`src/rtl/inert_resp_pkg.sv`:
```
// Shared constants and types for the inertial sensor SPI responder model.
package inert_resp_pkg;

    // Writable configuration registers
    localparam logic [6:0] ADDR_INT_CTRL  = 7'h0D;
    localparam logic [6:0] ADDR_ACCL_CFG  = 7'h10;
    localparam logic [6:0] ADDR_GYRO_CFG  = 7'h11;
    localparam logic [6:0] ADDR_ROUND_CFG = 7'h14;

    // Read-only snapshot registers (low byte at even address)
    localparam logic [6:0] ADDR_PTCH_L = 7'h22;
    localparam logic [6:0] ADDR_PTCH_H = 7'h23;
    localparam logic [6:0] ADDR_ROLL_L = 7'h24;
    localparam logic [6:0] ADDR_ROLL_H = 7'h25;
    localparam logic [6:0] ADDR_YAW_L  = 7'h26;
    localparam logic [6:0] ADDR_YAW_H  = 7'h27;
    localparam logic [6:0] ADDR_AX_L   = 7'h28;
    localparam logic [6:0] ADDR_AX_H   = 7'h29;
    localparam logic [6:0] ADDR_AY_L   = 7'h2A;
    localparam logic [6:0] ADDR_AY_H   = 7'h2B;

    // Frame layout: R/W, 7-bit address, 8-bit data
    localparam int FRM_RW_BIT   = 15;
    localparam int FRM_ADDR_MSB = 14;
    localparam int FRM_ADDR_LSB = 8;
    localparam int FRM_DATA_MSB = 7;

    // Rise counts marking the end of the header and of the frame
    localparam logic [4:0] BITS_HDR   = 5'd8;
    localparam logic [4:0] BITS_FRAME = 5'd16;
    localparam logic [4:0] BITS_SAT   = 5'd31;

    // Bit of INT_CTRL that enables snapshot capture / INT
    localparam int INT_EN_BIT = 1;

    typedef enum logic [1:0] {
        ST_IDLE     = 2'd0,
        ST_ADDR     = 2'd1,
        ST_DATA     = 2'd2,
        ST_WAIT_END = 2'd3
    } spi_state_t;

endpackage

```
`src/rtl/spi_resp16.sv`:
```
// 16-bit mode-3 SPI responder front end: synchronizes the pins, frames
// address/data, shifts read data out and flags committed or broken frames.
module spi_resp16
    import inert_resp_pkg::*;
(
    input  logic       clk,
    input  logic       rst,
    input  logic       i_ss_n,
    input  logic       i_sclk,
    input  logic       i_mosi,
    input  logic [7:0] i_rd_data,
    output logic       o_miso,
    output logic [6:0] o_addr,
    output logic [7:0] o_wr_data,
    output logic       o_is_rd,
    output logic       o_commit,
    output logic       o_frm_err
);

    logic       r_ss_meta, r_ss_sync, r_ss_d;
    logic       r_sclk_meta, r_sclk_sync, r_sclk_d;
    logic       r_mosi_meta, r_mosi_sync;
    spi_state_t r_state;
    logic [4:0] r_bit_cnt;
    logic [15:0] r_rx;
    logic [7:0] r_tx;
    logic [6:0] r_addr;
    logic       r_is_rd;
    logic       r_load;
    logic       r_commit;
    logic       r_frm_err;
    logic       r_miso;

    logic w_ss_fall, w_ss_rise, w_sclk_rise, w_sclk_fall;

    // SS_n sync flops clear to low so a select held low through reset
    // produces no fall edge: a frame starts only after SS_n is seen high.
    assign w_ss_fall   = r_ss_d & ~r_ss_sync;
    assign w_ss_rise   = ~r_ss_d & r_ss_sync;
    assign w_sclk_rise = r_sclk_sync & ~r_sclk_d;
    assign w_sclk_fall = ~r_sclk_sync & r_sclk_d;

    // Two-flop synchronizers plus one edge-detect stage for the SPI pins
    always_ff @(posedge clk) begin
        if (rst) begin
            r_ss_meta   <= 1'b0;
            r_ss_sync   <= 1'b0;
            r_ss_d      <= 1'b0;
            r_sclk_meta <= 1'b1;
            r_sclk_sync <= 1'b1;
            r_sclk_d    <= 1'b1;
            r_mosi_meta <= 1'b0;
            r_mosi_sync <= 1'b0;
        end else begin
            r_ss_meta   <= i_ss_n;
            r_ss_sync   <= r_ss_meta;
            r_ss_d      <= r_ss_sync;
            r_sclk_meta <= i_sclk;
            r_sclk_sync <= r_sclk_meta;
            r_sclk_d    <= r_sclk_sync;
            r_mosi_meta <= i_mosi;
            r_mosi_sync <= r_mosi_meta;
        end
    end

    // Frame FSM: counts SCLK rises, latches header, flags commit or error
    always_ff @(posedge clk) begin
        if (rst) begin
            r_state   <= ST_IDLE;
            r_bit_cnt <= 5'd0;
            r_rx      <= 16'h0000;
            r_addr    <= 7'h00;
            r_is_rd   <= 1'b0;
            r_load    <= 1'b0;
            r_commit  <= 1'b0;
            r_frm_err <= 1'b0;
        end else begin
            r_load    <= 1'b0;
            r_commit  <= 1'b0;
            r_frm_err <= 1'b0;
            if (w_ss_rise) begin
                if ((r_state == ST_WAIT_END) && (r_bit_cnt == BITS_FRAME)) begin
                    r_commit <= 1'b1;
                end else if (r_state != ST_IDLE) begin
                    r_frm_err <= 1'b1;
                end
                r_state <= ST_IDLE;
            end else begin
                case (r_state)
                    ST_IDLE: begin
                        if (w_ss_fall) begin
                            r_state   <= ST_ADDR;
                            r_bit_cnt <= 5'd0;
                            r_rx      <= 16'h0000;
                        end
                    end
                    ST_ADDR: begin
                        if (w_sclk_rise) begin
                            r_rx      <= {r_rx[14:0], r_mosi_sync};
                            r_bit_cnt <= r_bit_cnt + 5'd1;
                            if (r_bit_cnt == (BITS_HDR - 5'd1)) begin
                                r_state <= ST_DATA;
                                r_addr  <= {r_rx[5:0], r_mosi_sync};
                                r_is_rd <= r_rx[6];
                                r_load  <= 1'b1;
                            end
                        end
                    end
                    ST_DATA: begin
                        if (w_sclk_rise) begin
                            r_rx      <= {r_rx[14:0], r_mosi_sync};
                            r_bit_cnt <= r_bit_cnt + 5'd1;
                            if (r_bit_cnt == (BITS_FRAME - 5'd1)) begin
                                r_state <= ST_WAIT_END;
                            end
                        end
                    end
                    ST_WAIT_END: begin
                        // Extra rises make the frame over-length
                        if (w_sclk_rise && (r_bit_cnt != BITS_SAT)) begin
                            r_bit_cnt <= r_bit_cnt + 5'd1;
                        end
                    end
                    default: begin
                        r_state <= ST_IDLE;
                    end
                endcase
            end
        end
    end

    // Transmit path: load read byte after the header, shift it out on falls
    always_ff @(posedge clk) begin
        if (rst) begin
            r_tx   <= 8'h00;
            r_miso <= 1'b0;
        end else if (w_ss_rise) begin
            r_tx   <= 8'h00;
            r_miso <= 1'b0;
        end else if (r_load) begin
            r_tx <= r_is_rd ? i_rd_data : 8'h00;
        end else if (w_sclk_fall) begin
            if (r_state == ST_DATA) begin
                r_miso <= r_tx[7];
                r_tx   <= {r_tx[6:0], 1'b0};
            end else begin
                r_miso <= 1'b0;
            end
        end
    end

    assign o_miso    = r_miso;
    assign o_addr    = r_addr;
    assign o_wr_data = r_rx[FRM_DATA_MSB:0];
    assign o_is_rd   = r_is_rd;
    assign o_commit  = r_commit;
    assign o_frm_err = r_frm_err;

endmodule

```
`src/rtl/inert_sensor_resp.sv`:
```
// Inertial sensor stand-in: configuration registers, sample snapshot with
// lock/INT handshake and overrun counter behind a 16-bit SPI responder.
module inert_sensor_resp
    import inert_resp_pkg::*;
(
    input  logic        clk,
    input  logic        rst,
    input  logic        SS_n,
    input  logic        SCLK,
    input  logic        MOSI,
    output logic        MISO,
    output logic        INT,
    input  logic        smpl_vld,
    input  logic [15:0] ptch_rt,
    input  logic [15:0] roll_rt,
    input  logic [15:0] yaw_rt,
    input  logic [15:0] ax,
    input  logic [15:0] ay,
    output logic        int_en,
    output logic [7:0]  ovr_cnt,
    output logic        frm_err
);

    logic [6:0]  w_addr;
    logic [7:0]  w_wr_data;
    logic        w_is_rd;
    logic        w_commit;
    logic [7:0]  w_rd_data;
    logic        w_int_clr, w_lock_clr, w_lock_eff, w_accept, w_drop;

    logic [7:0]  r_int_ctrl, r_accl_cfg, r_gyro_cfg, r_round_cfg;
    logic [15:0] r_ptch, r_roll, r_yaw, r_ax, r_ay;
    logic        r_int, r_lock;
    logic [7:0]  r_ovr_cnt;

    spi_resp16 u_spi (
        .clk       (clk),
        .rst       (rst),
        .i_ss_n    (SS_n),
        .i_sclk    (SCLK),
        .i_mosi    (MOSI),
        .i_rd_data (w_rd_data),
        .o_miso    (MISO),
        .o_addr    (w_addr),
        .o_wr_data (w_wr_data),
        .o_is_rd   (w_is_rd),
        .o_commit  (w_commit),
        .o_frm_err (frm_err)
    );

    // Read data mux for the addressed register
    always_comb begin
        w_rd_data = 8'h00;
        case (w_addr)
            ADDR_INT_CTRL:  w_rd_data = r_int_ctrl;
            ADDR_ACCL_CFG:  w_rd_data = r_accl_cfg;
            ADDR_GYRO_CFG:  w_rd_data = r_gyro_cfg;
            ADDR_ROUND_CFG: w_rd_data = r_round_cfg;
            ADDR_PTCH_L:    w_rd_data = r_ptch[7:0];
            ADDR_PTCH_H:    w_rd_data = r_ptch[15:8];
            ADDR_ROLL_L:    w_rd_data = r_roll[7:0];
            ADDR_ROLL_H:    w_rd_data = r_roll[15:8];
            ADDR_YAW_L:     w_rd_data = r_yaw[7:0];
            ADDR_YAW_H:     w_rd_data = r_yaw[15:8];
            ADDR_AX_L:      w_rd_data = r_ax[7:0];
            ADDR_AX_H:      w_rd_data = r_ax[15:8];
            ADDR_AY_L:      w_rd_data = r_ay[7:0];
            ADDR_AY_H:      w_rd_data = r_ay[15:8];
            default:        w_rd_data = 8'h00;
        endcase
    end

    // Reading the low pitch byte acknowledges INT; reading the last byte
    // releases the snapshot. Release wins over a coincident sample.
    assign w_int_clr  = w_commit & w_is_rd & (w_addr == ADDR_PTCH_L);
    assign w_lock_clr = w_commit & w_is_rd & (w_addr == ADDR_AY_H);
    assign w_lock_eff = r_lock & ~w_lock_clr;
    assign w_accept   = smpl_vld & int_en & ~w_lock_eff;
    assign w_drop     = smpl_vld & int_en & w_lock_eff;

    // Configuration register writes on committed write frames
    always_ff @(posedge clk) begin
        if (rst) begin
            r_int_ctrl  <= 8'h00;
            r_accl_cfg  <= 8'h00;
            r_gyro_cfg  <= 8'h00;
            r_round_cfg <= 8'h00;
        end else if (w_commit && !w_is_rd) begin
            case (w_addr)
                ADDR_INT_CTRL:  r_int_ctrl  <= w_wr_data;
                ADDR_ACCL_CFG:  r_accl_cfg  <= w_wr_data;
                ADDR_GYRO_CFG:  r_gyro_cfg  <= w_wr_data;
                ADDR_ROUND_CFG: r_round_cfg <= w_wr_data;
                default: begin
                end
            endcase
        end
    end

    // Snapshot capture, INT/lock handshake and saturating overrun count
    always_ff @(posedge clk) begin
        if (rst) begin
            r_ptch    <= 16'h0000;
            r_roll    <= 16'h0000;
            r_yaw     <= 16'h0000;
            r_ax      <= 16'h0000;
            r_ay      <= 16'h0000;
            r_int     <= 1'b0;
            r_lock    <= 1'b0;
            r_ovr_cnt <= 8'h00;
        end else begin
            if (w_accept) begin
                r_ptch <= ptch_rt;
                r_roll <= roll_rt;
                r_yaw  <= yaw_rt;
                r_ax   <= ax;
                r_ay   <= ay;
                r_int  <= 1'b1;
                r_lock <= 1'b1;
            end else begin
                if (w_lock_clr) begin
                    r_lock <= 1'b0;
                end
                if (w_int_clr) begin
                    r_int <= 1'b0;
                end
            end
            if (w_drop && (r_ovr_cnt != 8'hFF)) begin
                r_ovr_cnt <= r_ovr_cnt + 8'h01;
            end
        end
    end

    assign int_en  = r_int_ctrl[INT_EN_BIT];
    assign INT     = r_int;
    assign ovr_cnt = r_ovr_cnt;

endmodule
```
`config.mk`:
```
export PLATFORM = sky130hd
export DESIGN_NAME = inert_sensor_resp
export DESIGN_NICKNAME = d
export VERILOG_FILES = /design/src/rtl/inert_resp_pkg.sv /design/src/rtl/spi_resp16.sv /design/src/rtl/inert_sensor_resp.sv
export SDC_FILE = /design/constraint.sdc
export NUM_CORES = 1
export LEC_CHECK = 0
export BUFFER_PORTS_ARGS = -buffer_cell sky130_fd_sc_hd__buf_2
export CORE_MARGIN = 5
export CORE_UTILIZATION = 62
export CTS_CLUSTER_SIZE = 16
export DETAILED_ROUTE_END_ITERATION = 16
export GPL_ROUTABILITY_DRIVEN = 0
export HOLD_SLACK_MARGIN = 0.12
export PLACE_DENSITY_LB_ADDON = 0.3
export SETUP_SLACK_MARGIN = 0.2
export SYNTH_ARGS = -nofsm -noshare
export SYNTH_HDL_FRONTEND = slang
export SYNTH_SLANG_ARGS = --single-unit
```
`constraint.sdc`:
```
create_clock -name clk -period 5.5 [get_ports clk]
set_input_delay 0.275 -clock clk [delete_from_list [all_inputs] [get_ports clk]]
set_output_delay 0.275 -clock clk [all_outputs]
set_load 0.02 [all_outputs]
```
# == Word-level counts from Yosys, hierarchy flattened ==
# Cells that the tools add are included.
# classes
n_bitwise,21
addsub,2
n_reduce_logical,28
n_eq_ne,29
mux,26
# op_table
operator,count
$pmux 8 s14,1
$eq 7x6->1 const B,10
$mux 8,6
$eq 7x5->1 const B,3
$pmux 8 s2,1
$mux 5,3
$pmux 5 s3,1
$ne 2x1->1 const B,6
$reduce_and 2->1,6
$reduce_and 4->1,3
$reduce_bool 2->1,6
$and 1x1->1,11
$mux 2,5
$not 1->1,10
$add 8x1->8 const B,1
$mux 1,8
$ne 8x8->1 const B,1
$eq 7x4->1 const B,1
$pmux 2 s3,1
$reduce_and 6->1,1
$reduce_or 2->1,3
$add 5x1->5 const B,1
$eq 5x3->1 const B,1
$eq 5x4->1 const B,1
other kinds (11),15
# totals
in_bits,86
ff_bits,165
out_inout_bits,12
wordCells,136

# == Depth between registers and ports, before layout ==
# Gate-level depths: netlist (run 1).
# logic_depth
ltp_word,7
mapped_depth,9
depth_no_buf,8

# == Hierarchy ==
# From an unflattened synthesis (run 1), not the netlist that was laid out.
# unflattened
cells_unflattened,876
area_unflattened_um2,7335.8
# by_module_without_submodules
mod,seq_area_each_um2,cells_each,instances,area_per_inst_um2
inert_sensor_resp,2442.3,664,1,5372.7
spi_resp16,860.8,212,1,1963.1

# == Worst setup path after synthesis (run 1) ==
# OpenSTA, ideal clock, no wires.
# synth_timing
kind,flip-flop to flip-flop
start,register u_spi.r_state[0]
end,register u_spi.r_bit_cnt[2]
synth_period_minus_slack_ns,2.186
slack_ns,3.314
path_stages_with_launch,8
arrival_ns,2.116
setup_time_ns,0.070
t_required_ns,5.430
path_buffers,0
path_cell_list,dfxtp_1 -> inv_1 -> ha_1 -> a21boi_0 -> nor2_1 -> o31a_1 -> or4b_2 -> a21oi_1
# synth_via
elab_chain_cells,4
word_cells_on_any_way,10
classes_between,eq/ne (6); mux (1); reduce/logical (3)
# synth_rtl
element,line,rtl
start: declaration,spi_resp16.sv:23,spi_state_t r_state;
start signal: assignment,spi_resp16.sv:69,r_state <= ST_IDLE;
start signal: assignment,spi_resp16.sv:87,r_state <= ST_IDLE;
start signal: assignment,spi_resp16.sv:92,r_state <= ST_ADDR;
$eq 2x1->1 / $eq 2x2->1 (equally long branches),spi_resp16.sv:89,case (r_state)
$reduce_or 2->1 (no line),n/a,
$ne 2x1->1 (no line),n/a,
$reduce_and 4->1 (no line),n/a,
end signal: assignment,spi_resp16.sv:100,r_bit_cnt <= r_bit_cnt + 5'd1;
end signal: assignment,spi_resp16.sv:112,r_bit_cnt <= r_bit_cnt + 5'd1;
end signal: assignment,spi_resp16.sv:121,r_bit_cnt <= r_bit_cnt + 5'd1;
end: declaration,spi_resp16.sv:24,logic [4:0] r_bit_cnt;
# Parallel ways exist; a longest one is shown, timed or not.
# A chain may end at the register's enable or synchronous reset.

# == Final worst setup path (run 1) ==
# layout_timing
start,register u_spi.r_addr[5] (netlist: u_spi.o_addr[5])
end,register r_ax[5]
# layout_via
elab_chain_cells,6
# layout_rtl
element,line,rtl
start: declaration,spi_resp16.sv:27,logic [6:0] r_addr;
start signal: assignment,spi_resp16.sv:103,"r_addr <= {r_rx[5:0], r_mosi_sync};"
$eq 7x6->1,inert_sensor_resp.sv:76,assign w_lock_clr = w_commit & w_is_rd & (w_addr == ADDR_AY_H);
$and 1x1->1,inert_sensor_resp.sv:76,
$not 1->1,inert_sensor_resp.sv:77,assign w_lock_eff = r_lock & ~w_lock_clr;
$and 1x1->1,inert_sensor_resp.sv:77,
$not 1->1,inert_sensor_resp.sv:78,assign w_accept = smpl_vld & int_en & ~w_lock_eff;
$and 1x1->1,inert_sensor_resp.sv:78,
end signal: assignment,inert_sensor_resp.sv:106,r_ax <= 16'h0000;
end signal: assignment,inert_sensor_resp.sv:116,r_ax <= ax;
end: declaration,inert_sensor_resp.sv:32,"logic [15:0] r_ptch, r_roll, r_yaw, r_ax, r_ay;"
# Every way passes these cells.

==> qor.yml, run 1 <==
synth-seq-area-share_pct: 42.9
cp_cell_sequence: "or3b_1 -> o41ai_2 -> nand3_4 -> nand2_1 -> a21oi_1"
yosysTopAreaCell: "dfxtp_1"
tightest_slew_ns: 1.07
syn_nets: 1026
clock_latency_ns: 0.43
layout_setup_ws_ns: 1.85
finalHoldViolCount: 0
fillCellCount: 832
fin_skew_ns: 0.0110
final_common_cell: "nand2_1"
vias: 7601
hp-class: "primary input to register"
wirelength_mm: 23.2
dieArea_um2: 14700
core_area_um2: 12100
cts-buffers-inserted: 17
cpPeakStageDelay_ns: 1.01
cts.sinks: 165
cap_violations: 0
max_freq_mhz: 274
clockBufferDepth: 2
utilization_pct: 77.9
avgSynthCellArea_um2: 8.29
portBuffers: 97
rows: 40
status: "completed"
hpwlAfterDp_mm: 14.1
leakagePower_uw: 0.00343
synthesis.area_um2: 7700
setup_viol: 0
dr.pass1.iters: 7
antenna_found_initial: 0
period_minus_slack_ns: 3.65
drtIter0Drc: 1091
die_h_um: 121
yosysWarnings: 0
cts_root_buf: "clkbuf_16"
peakVddDrop_v: 0.000201
drive_above_1_share_pct: 14.6
num_io_pins: 98
grt_pass1_vias: 7107
synth_cell_types: 71
nNetsFinal: 1166
ant_nets: 0
critical_path.endpoint_type: "register"
rsz0062_at_grt: "no"
overflow: 0
htreeDepth: 4
yosys_register_bits: 165
wire_per_inst_um: 18.6
die_x_um: 121
ys_async_sr_fraction_pct: 0
tns_ns: 0
final_cell_mix: "nand2_1, dfxtp_1, a21oi_1"
power_density_nw_per_um2: 262
initial_core_util_pct: 63.6
drc: 0
yosys-top-cells-area: "dfxtp_1, nand2_1, a21oi_1, mux2i_1, nor2_1"
fin_crit_sh_pct: 66.4
worstPathArrival_ns: 3.92
start_kind: "register"
clkSlewWorstSetupHoldPaths_ns: 0.07
worst_ep_required_time_ns: 5.77
grt_start_max_net_pins: 98
cts_resized: 0
diodes: 0
dp_slack_ns: 2.00
groute.usage.overall_pct: 31.6
ys.flop_type: "dfxtp_1"
relSlewSlack_pct: 27.6
grt_pass1_wl_mm: 36.6
crit_fanout: 81
synth_top_area_share_pct: 42.9
synth-edff-count: 0
layout-area-overhead-vs-synth_pct: 22.5
cts_tree: "yes"
critPathSlowestCell: "o41ai_2"
vias_per_cell: 6.10
crit_type: "register to register"
synthCells: 929
finalMaxSlewViolations: 0
-- cells in the mapped netlist (all sizes together) (4+ instances only) --
library cell    n
a21oi         115
nor2           65
inv            15
a311oi          4
ha             11
nand2         208
mux2i          34
a22oi          12
o32ai           4
nor4            9
a211oi         10
o21ai          14
dfxtp         165
nand2b          9
nand3          23
nand4          14
a221oi          4
and3b           5
nor3           12
nand3b          8
mux2            8
a31oi           8
clkbuf         36
and2            4
and3           14
a22o            7
buf            28
xnor2           6
nor2b          17
or4b            4
-- stage by stage --
stage | power, µW | instances | hold WS [ns] | instance area (µm²)
final | 2470 | 1247 | 0.133 | 9430
after global routing | 2540 | 1247 | 0.136 | 9430
after detailed placement | 1330 | 1137 | 0.400 | 8080
after floorplan | 1280 | 929 | 0.379 | 7700
after global placement | 1330 | 1137 | 0.400 | 8080
after CTS | 2450 | 1247 | 0.133 | 9430
-- power breakdown --
part	internal (µW)	switching, µW	total [µW]
combinational	78.2	70.4	149
sequential	1200	4.11	1200
clock	640	474	1110
-- critical path, delay by kind of cell, from the launching register on --
kind,cells,cell delay [ns]
AND/OR/NAND/NOR,3,1.67
AO/OA/AOI/OAI,2,1.16
flip-flops,1,0.62
-- worst paths after layout --
path | from | end | slack, ns | depth (start not counted)
setup / recovery | u_spi.o_addr[5]$_SDFFE_PP0P_ | r_ax[5]$_SDFFE_PP0P_ | 1.85 | 5
hold / removal | ptch_rt[8] | r_ptch[8]$_SDFFE_PP0P_ | 0.13 | 3
setup reg to reg | u_spi.o_addr[5]$_SDFFE_PP0P_ | r_ax[5]$_SDFFE_PP0P_ | 1.85 | 5
hold reg to reg | u_spi.r_sclk_meta$_SDFF_PP1_ | u_spi.r_sclk_sync$_SDFF_PP1_ | 0.41 | 1
-- layer usage --
metal / up-vias / track usage (%) / part of all wire [%]
li1: 3539 / - / -
met1: 3540 / 40.7 / 40
met2: 446 / 51.5 / 47
met3: 76 / 7.79 / 9.7
met4: 0 / 11.4 / 3.1
met5: - / 0 / 0
-- state kept, by name, summed over array words and instances, names as in the netlist, 5 cells and up --
signal / flops
r_round_cfg: 8
u_spi.o_addr: 7
r_int_ctrl: 8
r_ay: 16
u_spi.r_bit_cnt: 5
u_spi.r_rx: 8
r_gyro_cfg: 8
r_accl_cfg: 8
r_ax: 16
r_roll: 16
r_yaw: 16
u_spi.r_tx: 8
ovr_cnt: 8
r_ptch: 16
-- cell families after synthesis --
| group | count (synthesis) | synth area share [%] |
|---|---|---|
| buffers and inverters | 79 | 5.65 |
| flip-flops | 165 | 42.9 |
| multiplexers | 42 | 5.59 |
| XOR/XNOR | 7 | 0.796 |
| AO/OA/AOI/OAI | 215 | 17.6 |
| AND/OR/NAND/NOR | 410 | 25.7 |
| adder cells (fa/ha/maj) | 11 | 1.79 |
-- final cells by class --
| type | instances | area [µm²] | share of cell area [%] |
|---|---|---|---|
| Multi-Input combinational cell | 685 | 3970 | 42.1 |
| Sequential cell | 165 | 3300 | 35.0 |
| Timing Repair Buffer | 185 | 1350 | 14.3 |
| Clock buffer | 22 | 464 | 4.92 |
| Tap cell | 168 | 210 | 2.23 |
| Clock inverter | 7 | 75.1 | 0.796 |
| Inverter | 15 | 56.3 | 0.597 |
-- timing repair --
action | in CTS | in global routing
hold buffers | 81 | 0
hold endpoints to repair | 81 | 0
setup buffers | 0 | 0
Power figures use the tool's default switching activity.
==> inputs of run 2 (changes only) <==
Settings changed: CORE_UTILIZATION 62 to 52.
Clock period 5.5 ns to 2.96 ns, I/O delays scaled along.
==> run 2 against run 1 <==
Net effect: sequential cell count stayed put; core utilization fell by 10 points; worst hold slack better by 0.28 ns; clock power grew 95%; count of clock-buffer cells in the layout shrank 2; wire length increased by 3.0%; non-clock buffer count increased by 36; combinational power grew 93%; global-route usage fell by 4.5 points; clock skew down 0.0031 ns; largest power group unchanged; highest routed layer unchanged.
==> qor.yml, run 2 (synthesized netlist as in run 1, its figures left out) <==
setup_viol: 0  # unchanged
critPathSlowestCell: "dfxtp_1"  # was o41ai_2
rsz0062_at_grt: "no"  # unchanged
wire_per_inst_um: 18.3  # was 18.6 µm
utilization_pct: 67.4  # was 77.9%
peakVddDrop_v: 0.000403  # was 0.000201 V
hp-class: "register to register"  # was primary input to register
hpwlAfterDp_mm: 15.7  # was 14.1 mm
start_kind: "register"  # unchanged
period_minus_slack_ns: 2.55  # was 3.65 ns
initial_core_util_pct: 53.0  # was 63.6%
finalHoldViolCount: 0  # unchanged
cts_root_buf: "clkbuf_16"  # unchanged
cap_violations: 0  # unchanged
postCtsSetupRepairBufs: 0  # unchanged
crit_fanout: 25  # was 81
r2r_start: "u_spi.o_addr[0]$_SDFFE_PP0P_"  # was u_spi.o_addr[5]$_SDFFE_PP0P_
reg2regPathDepth: 6  # was 5
crit_top_cell: "nand2_1"
cpPeakStageDelay_ns: 0.71  # was 1.01 ns
status: "completed"  # unchanged
path_delay_family: "simple AND/OR/NAND/NOR gates"  # unchanged
die_h_um: 132  # was 121 µm
cp_cell_sequence: "nand2_1 -> o41ai_2 -> nor2b_4 -> buf_12 -> nand2_1 -> a21oi_1"  # was or3b_1 -> o41ai_2 -> nand3_4 -> nand2_1 -> a21oi_1
layout_setup_ws_ns: 0.407  # was 1.85 ns
drtIter0Drc: 807  # was 1091
finalMaxSlewViolations: 0  # unchanged
clockBufferDepth: 2  # unchanged
drc: 0  # unchanged
fin_crit_sh_pct: 86.2  # was 66.4%
clock_latency_ns: 0.43  # about the same
worst-path-stages: 6  # was 5
groute.usage.overall_pct: 27.1  # was 31.6%
worst_ep_required_time_ns: 3.31  # was 5.77 ns
grt_pass1_wl_mm: 38.0  # was 36.6 mm
clkSlewWorstSetupHoldPaths_ns: 0.06  # was 0.07 ns
cp-startpoint: "u_spi.o_addr[0]$_SDFFE_PP0P_"  # was u_spi.o_addr[5]$_SDFFE_PP0P_
num_io_pins: 98  # unchanged
relSlewSlack_pct: 56.3  # was 27.6%
grt.busiest_layer: "met2"  # unchanged
tightest_slew_ns: 0.654  # was 1.07 ns
final_common_cell: "nand2_1"  # unchanged
power_density_nw_per_um2: 478  # was 262 nW/µm²
max_freq_mhz: 392  # was 274 MHz
antenna_found_initial: 0  # unchanged
portBuffers: 97  # unchanged
holdBufCountCts: 85  # was 81
core_area_um2: 14500  # was 12100 µm²
rows: 44  # was 40
cts-buffers-inserted: 17  # unchanged
critical_path.endpoint_type: "register"  # unchanged
worstPathArrival_ns: 2.90  # was 3.92 ns
htreeDepth: 4  # unchanged
cts.sinks: 165  # unchanged
crit_type: "register to register"  # unchanged
tns_ns: 0  # unchanged
grtUsageMet3_pct: 8.33  # was 7.79%
worstHoldStart: "u_spi.r_sclk_meta$_SDFF_PP1_"  # was ptch_rt[8]
cp_num_buf_inv: 1  # was 0
diodes: 0  # unchanged
dp_slack_ns: 0.495  # was 2.00 ns
use_met2_pct: 42.8  # was 51.5%
drive_above_1_share_pct: 17.4  # was 14.6%
overflow: 0  # unchanged
nNetsFinal: 1202  # was 1166
hold_depth: 1  # was 3
vias: 7526  # was 7601
layout-area-overhead-vs-synth_pct: 27.3  # was 22.5%
dr.pass1.iters: 5  # was 7
grt_pass1_vias: 7203  # was 7107
leakagePower_uw: 0.00365  # was 0.00343 µW
vias_per_cell: 5.78  # was 6.10
final_cell_mix: "nand2_1, dfxtp_1, a21oi_1"  # unchanged
dieArea_um2: 17300  # was 14700 µm²
grt_start_max_net_pins: 69  # was 98
fin_skew_ns: 0.00794  # was 0.0110 ns
gr-usage-met1_pct: 34.6  # was 40.7%
cts_resized: 0  # unchanged
wirelength_mm: 23.9  # was 23.2 mm
cts_tree: "yes"  # unchanged
ant_nets: 0  # unchanged
die_x_um: 132  # was 121 µm
## run 2: per-layer routing
metal	wire length [µm]	part of all wire (%)	up-vias
li1	-	-	3613
met1	9840	41	3490
met2	11000	46	358
met3	2290	9.6	65
met4	735	3.1	0
met5	0	0	-
## run 2: worst register-to-register path: cells and delay by family, from the launching register on
kind / cells / cell delay (ns)
simple gates: 3 / 0.93
compound gates: 2 / 0.56
buf+inv: 1 / 0.26
flops: 1 / 0.71
## run 2: final cells by class
class                      count  area, µm²
fill                        1169       4730
clock buffer                  20        457
sequential                   165       3300
timing repair buffer         221       1670
multi-input combinational    685       3970
tap                          184        230
clock inverter                12        116
inverter                      15       56.3
## run 2: power by group
part	switching, µW	total (µW)	internal (µW)
sequential	7.76	2240	2230
combinational	134	288	154
clock	943	2160	1220
total	1080	4680	3600
## run 2: worst paths after layout
check                                               endpoint  slack, ns
worst min register to register  u_spi.r_sclk_sync$_SDFF_PP1_       0.41
worst max register to register        r_roll[1]$_SDFFE_PP0P_       0.41
worst min-delay path            u_spi.r_sclk_sync$_SDFF_PP1_       0.41
worst max-delay path                  r_roll[1]$_SDFFE_PP0P_       0.41
## run 2: per-stage QoR
| step | cells | hold slack, ns | total power [µW] | instance area, µm² |
|---|---|---|---|---|
| 3_5_place_dp | 1185 | 0.335 | 2480 | 8380 |
| 6_report | 1302 | 0.409 | 4680 | 9800 |
| 5_1_grt | 1302 | 0.429 | 4830 | 9800 |
| 3_3_place_gp | 1185 | 0.334 | 2470 | 8380 |
| 4_1_cts | 1302 | 0.410 | 4700 | 9800 |
| 2_1_floorplan | 929 | 0.252 | 2390 | 7700 |
